$ cat config.mk
export PLATFORM = sky130hd
export DESIGN_NAME = lab5_uta
export DESIGN_NICKNAME = d
export VERILOG_FILES = /design/src/rtl/lab5_uta_pkg.sv /design/src/rtl/lab5_uta_decode.sv /design/src/rtl/lab5_uta.sv
export SDC_FILE = /design/constraint.sdc
export NUM_CORES = 1
export LEC_CHECK = 0
export ABC_CLOCK_PERIOD_IN_PS = 1350
export CORE_MARGIN = 5
export CORE_UTILIZATION = 31
export CTS_BUF_LIST = sky130_fd_sc_hd__clkbuf_4 sky130_fd_sc_hd__clkbuf_8 sky130_fd_sc_hd__clkbuf_16
export DETAILED_ROUTE_END_ITERATION = 8
export PLACE_DENSITY_LB_ADDON = 0.25
export SLEW_MARGIN = 40
export SYNTH_ARGS = -nofsm -noshare
export SYNTH_HDL_FRONTEND = slang
export SYNTH_SLANG_ARGS = --single-unit
$ cat constraint.sdc
create_clock -name clk -period 1.35 [get_ports clk]
set_clock_uncertainty 0.15 [all_clocks]
set_input_delay 0.27 -clock clk [delete_from_list [all_inputs] [get_ports clk]]
set_output_delay 0.27 -clock clk [all_outputs]
set_load 0.03 [all_outputs]
$ cat src/rtl/lab5_uta_pkg.sv
// Shared encodings for the lab5_uta instruction classifier.
package lab5_uta_pkg;

    localparam logic [1:0] INS_DATA   = 2'b00;
    localparam logic [1:0] INS_MEM    = 2'b01;
    localparam logic [1:0] INS_BRANCH = 2'b10;
    localparam logic [1:0] INS_UNSUP  = 2'b11;

    localparam logic [2:0] DP_AND   = 3'd0;
    localparam logic [2:0] DP_EOR   = 3'd1;
    localparam logic [2:0] DP_SUB   = 3'd2;
    localparam logic [2:0] DP_ADD   = 3'd3;
    localparam logic [2:0] DP_ORR   = 3'd4;
    localparam logic [2:0] DP_MOV   = 3'd5;
    localparam logic [2:0] DP_CMP   = 3'd6;
    localparam logic [2:0] DP_OTHER = 3'd7;

    // Raw opcode field values, bits [24:21]
    localparam logic [3:0] OP_AND = 4'b0000;
    localparam logic [3:0] OP_EOR = 4'b0001;
    localparam logic [3:0] OP_SUB = 4'b0010;
    localparam logic [3:0] OP_ADD = 4'b0100;
    localparam logic [3:0] OP_ORR = 4'b1100;
    localparam logic [3:0] OP_MOV = 4'b1101;
    localparam logic [3:0] OP_CMP = 4'b1010;

    localparam logic [1:0] MEM_STR  = 2'b00;
    localparam logic [1:0] MEM_LDR  = 2'b01;
    localparam logic [1:0] MEM_STRB = 2'b10;
    localparam logic [1:0] MEM_LDRB = 2'b11;

    localparam logic [1:0] BR_B  = 2'b00;
    localparam logic [1:0] BR_BL = 2'b01;
    localparam logic [1:0] BR_BX = 2'b10;

    localparam logic [23:0] BX_MATCH = 24'h12FFF1;

    typedef struct packed {
        logic [1:0] ins_type;
        logic [2:0] data_ins_type;
        logic [1:0] mem_ins_type;
        logic [1:0] branch_ins_type;
    } decode_t;

endpackage

$ cat src/rtl/lab5_uta_decode.sv
// Combinational classifier: instruction word to class and sub-type fields.
module lab5_uta_decode
    import lab5_uta_pkg::*;
(
    input  logic [31:0] instruction,
    output logic [1:0]  ins_type,
    output logic [2:0]  data_ins_type,
    output logic [1:0]  mem_ins_type,
    output logic [1:0]  branch_ins_type
);

    // Condition field plays no part in classification.
    logic unused_cond;
    assign unused_cond = ^instruction[31:28];

    always_comb begin
        ins_type        = INS_UNSUP;
        data_ins_type   = DP_AND;
        mem_ins_type    = MEM_STR;
        branch_ins_type = BR_B;
        // BX sits inside the data-processing encoding space, so it must win first.
        if (instruction[27:4] == BX_MATCH) begin
            ins_type        = INS_BRANCH;
            branch_ins_type = BR_BX;
        end else if (instruction[27:25] == 3'b101) begin
            ins_type        = INS_BRANCH;
            branch_ins_type = {1'b0, instruction[24]};
        end else if (instruction[27:26] == 2'b00) begin
            ins_type = INS_DATA;
            case (instruction[24:21])
                OP_AND:  data_ins_type = DP_AND;
                OP_EOR:  data_ins_type = DP_EOR;
                OP_SUB:  data_ins_type = DP_SUB;
                OP_ADD:  data_ins_type = DP_ADD;
                OP_ORR:  data_ins_type = DP_ORR;
                OP_MOV:  data_ins_type = DP_MOV;
                OP_CMP:  data_ins_type = DP_CMP;
                default: data_ins_type = DP_OTHER;
            endcase
        end else if (instruction[27:26] == 2'b01) begin
            ins_type     = INS_MEM;
            mem_ins_type = {instruction[22], instruction[20]};
        end
    end

endmodule

$ cat src/rtl/lab5_uta.sv
// Registered instruction classifier: one decode per clock, one cycle latency.
module lab5_uta
    import lab5_uta_pkg::*;
(
    input  logic        clk,
    input  logic        reset,
    input  logic [31:0] instruction,
    output logic [1:0]  ins_type,
    output logic [2:0]  data_ins_type,
    output logic [1:0]  mem_ins_type,
    output logic [1:0]  branch_ins_type,
    output logic        valid
);

    decode_t dec;
    decode_t dec_q;

    lab5_uta_decode u_decode (
        .instruction     (instruction),
        .ins_type        (dec.ins_type),
        .data_ins_type   (dec.data_ins_type),
        .mem_ins_type    (dec.mem_ins_type),
        .branch_ins_type (dec.branch_ins_type)
    );

    always_ff @(posedge clk or posedge reset) begin
        if (reset) begin
            dec_q <= '0;
            valid <= 1'b0;
        end else begin
            dec_q <= dec;
            valid <= 1'b1;
        end
    end

    assign ins_type        = dec_q.ins_type;
    assign data_ins_type   = dec_q.data_ins_type;
    assign mem_ins_type    = dec_q.mem_ins_type;
    assign branch_ins_type = dec_q.branch_ins_type;

endmodule

# Word level (Yosys, flattened, before mapping)

Cells that the tools add are included.

Equality and inequality tests: 9
Multiplexer cells: 14
Reductions and logical operators: 2

Operator list:

| cell                                                                    | number |
|---|---|
| 24-bit by 21-bit equality test with 1-bit output, second input constant | 1 |
| 3-bit one-hot mux with 7 select lines                                   | 1 |
| 2-bit 2-to-1 mux                                                        | 9 |
| 4-bit equality test, second input constant                              | 3 |
| 3-bit 2-to-1 mux                                                        | 3 |
| 4-bit by 1-bit equality test with 1-bit output, second input constant   | 1 |
| 4-bit by 2-bit equality test with 1-bit output, second input constant   | 1 |
| 4-bit by 3-bit equality test with 1-bit output, second input constant   | 1 |
| 4-bit zero test                                                         | 1 |
| 3-bit equality test, second input constant                              | 1 |
| 2-bit by 1-bit equality test with 1-bit output, second input constant   | 1 |
| 2-bit zero test                                                         | 1 |
| 1-bit 2-to-1 mux                                                        | 1 |

Register bits after elaboration: 10
Output and inout port bits: 10

# Depth between registers and ports, before layout

Gate-level depths: netlist (run 1).

Depth in word-level cells: 5
Gate-level depth with buffers: 3

# Cells and area by module

A second synthesis (run 1) with hierarchy kept.

Cells, all modules: 39
Area, all modules: 459.2 um^2

By module, submodules not included:

| module          | times used | cells each | area each (um^2) |
|---|---|---|---|
| lab5_uta        | 1          | 12         | 257.7 |
| lab5_uta_decode | 1          | 27         | 201.4 |

# Worst setup path before layout (run 1)

Ideal clock, no wire load.

Path kind: input-to-reg
Start point: input port instruction[20]
End point: register dec_q, in the netlist data_ins_type[0]
Data arrival time: 0.923 ns
Required time: 1.060 ns
Setup slack: 0.137 ns
Stages: 3
Buffers on the path: 0
Cell sequence: nand4b_2 nor4_4 a221oi_1

RTL lines:

| what                   | line           | RTL |
|---|---|---|
| start: declaration     | lab5_uta.sv:7  | `input logic [31:0] instruction,` |
| end signal: assignment | lab5_uta.sv:28 | `dec_q <= '0;` |
| end signal: assignment | lab5_uta.sv:31 | `dec_q <= dec;` |
| end: declaration       | lab5_uta.sv:16 | `decode_t dec_q;` |

==> results of run 1 <==
==> repair_timing <==
action / CTS / global route
cloned: 0 / 0
gates resized for setup: 13 / 3
hold buffers: 0 / 0
pin swaps: 3 / 3
setup endpoints to repair: 5 / 3
==> where the power goes <==
group / total [mW] / internal [mW] / switching, mW / leakage (nW)
Clock: 0.265 / 0.164 / 0.101 / 0.0210
Sequential: 0.316 / 0.312 / 0.00327 / 0.128
Combinational: 0.183 / 0.104 / 0.0785 / 0.335
Total: 0.763 / 0.580 / 0.183 / 0.484
==> critical path, stage by stage <==
cell and delay [ps]:
clkdlybuf4s50_1 520, nor2_1 60, and3_2 220, a221oi_1 260
==> metal layers <==
layer	share of wire	up-vias	wire length, um
met1	0.35	209	380
met4	0.048	0	52
li1	-	236	-
met2	0.47	29	509
met3	0.13	5	139
met5	0	-	0
==> registers in the layout (all words and copies together) (netlist names) <==
| name | count |
|---|---|
| data_ins_type | 3 |
| branch_ins_type | 2 |
| ins_type | 2 |
| mem_ins_type | 2 |
| valid | 1 |
==> cell type report <==
type | count | area [um2]
clock buffers | 4 | 36.3
fillers | 134 | 553
inverters | 4 | 15.0
multi-input cells | 26 | 240
flip-flops and latches | 10 | 250
well taps | 16 | 20.0
repair buffers | 43 | 374
==> cell families (layout without fill, tap and decap cells) <==
group	after synthesis	after routing
compound gates	7	7
xor+xnor	2	2
fa+ha+maj	1	1
buf+inv	4	51
flops	10	10
other cells	1	1
simple gates	15	15
==> cells in the mapped netlist <==
library cell,n
a21o_1,2
a21oi_1,2
a221oi_1,1
and2_1,1
and3_1,1
and3b_1,1
and3b_2,1
conb_1,1
dfrtp_1,10
inv_1,4
maj3_1,1
nand2_1,1
nand4_1,1
nand4_4,1
nand4b_2,1
nand4bb_1,1
nor2_1,2
nor2b_1,1
nor3_1,1
nor4_4,1
nor4bb_1,1
o21ai_0,2
xnor2_1,1
xor2_1,1
==> how the worst max path moves through the flow <==
stage,end,slack (ps),cells past startpoint
final,data_ins_type[0],30,4
after CTS,data_ins_type[0],8,4
after global placement,data_ins_type[0],-330,4
after floorplan,data_ins_type[0],140,3
after global routing,data_ins_type[0],20,4
after detailed placement,data_ins_type[0],-370,4
==> per-stage QoR <==
step	util	power [mW]	cells	instance area [um2]	TNS, ps
2_1_floorplan	-	0.383	40	479	0
3_3_place_gp	0.594	0.509	99	885	-1530
3_5_place_dp	0.594	0.511	99	885	-1680
4_1_cts	0.626	0.774	103	932	0
5_1_grt	0.629	0.798	103	936	0
6_report	0.629	0.763	103	936	0
==> impl_metrics.ini, run 1 <==
[logic_synthesis]
synth.area.mux_share = 0
synth_top_family_by_area = simple AND/OR/NAND/NOR gates
synth-simple-area-share = 0.290
synth_compound_area_frac = 0.0914
synth_xor_area_frac = 0.0366
yosys-top-cells-area = dfrtp_1 (52%), nand4_4 (4.4%), nor4_4 (4.4%), a21o_1 (3.1%), inv_1 (3.1%)
synth_fa_ha_area_frac = 0.0209
synth_top_area_cell = dfrtp_1
postSynthCellCount = 40
synth_top_cell_area_share = 0.522
ys_warn_count = 0
syn_nets = 74
syn_area_um2 = 479
yosys.cell_types.count = 24
ys_ff_latch = 10
seq_area_frac_synth = 0.522
avgSynthCellArea_um2 = 12.0

[timing]
fin_ws_ps = 26.6
setup_viol = 0
finalCriticalPeriod_ps = 1320
hold_viol_final = 0
drv_slew = 0
rsz0062_at_grt = no
post-route-period-util = 0.980
whs_ps = 123
max_freq_mhz = 756

[global_routing]
met1_usage = 0.0945
grt_usage = 0.0970
antenna_found_initial = 0
grt_max_degree = 11
met3_usage = 0.0245
grt-ovfl-total = 0
use_met2 = 0.155
grt_busiest_layer = met2
grt_pass1_vias = 492
grt_pass1_wl_mm = 1.79

[drt]
dr_total_vias = 479
drtIter0Drc = 1
vias_per_cell = 4.65
first_pass_iters = 2
ant_nets = 0
wirelength_mm = 1.08
drcViolationCount = 0
wl_per_cell_um = 10.5

[critical_path]
crit_path_max_fanout = 5
startpoint = instruction[22]
end_kind = flip-flop
crit_type = input pin to flip-flop
worstPathRequired_ps = 1370
cp.arrival_ps = 1340
startpoint_type = input pin

[cts]
numCtsBuffers = 3
cts.clk_slew.worst_paths_ps = 70
htree_num_levels = 1
cts.sinks = 10
tritoncts = built
cts_buffer_depth = 2
cts-root-buf = clkbuf_4
cts_setup_buffers = 0

[power_and_ir_drop]
ir_drop_v = 0.000341
leakage_nw = 0.484
powerDensity_mw_per_mm2 = 816

[place]
gp_congestion = 0.725
place_worst_setup_slack_ps = -365
port_buffers = 35
post-dp-hpwl_um = 986

[floorplan]
start_util = 0.322
core_area_mm2 = 0.00149
die_w_um = 49.3
fp-row-count = 14
die_y_um = 49.3
dieArea_mm2 = 0.00243
io_pins = 44

[job]
maxCapViolations = 0

[final_layout]
areaGrowthSynthToFinish_pct = 95.3
num_antenna_cells = 0
nets = 122
final_cell_mix = buf_4 (18), clkdlybuf4s50_1 (13), dlygate4sd2_1 (11)
drive_above_1_share = 0.322
final_common_cell = buf_4

[status]
status = finished clean

[min_path]
hold_class = input pin to async pin
(Power assumes the default switching activity.)
==> inputs of run 2 (changes only) <==
--- a/config.mk
+++ b/config.mk
@@ -15,3 +15,4 @@
 export SYNTH_ARGS = -nofsm -noshare
 export SYNTH_HDL_FRONTEND = slang
 export SYNTH_SLANG_ARGS = --single-unit
+export TNS_END_PERCENT = 20
==> results of run 2 <==
The final DEF is identical to that of run 1; final timing and power are the same.
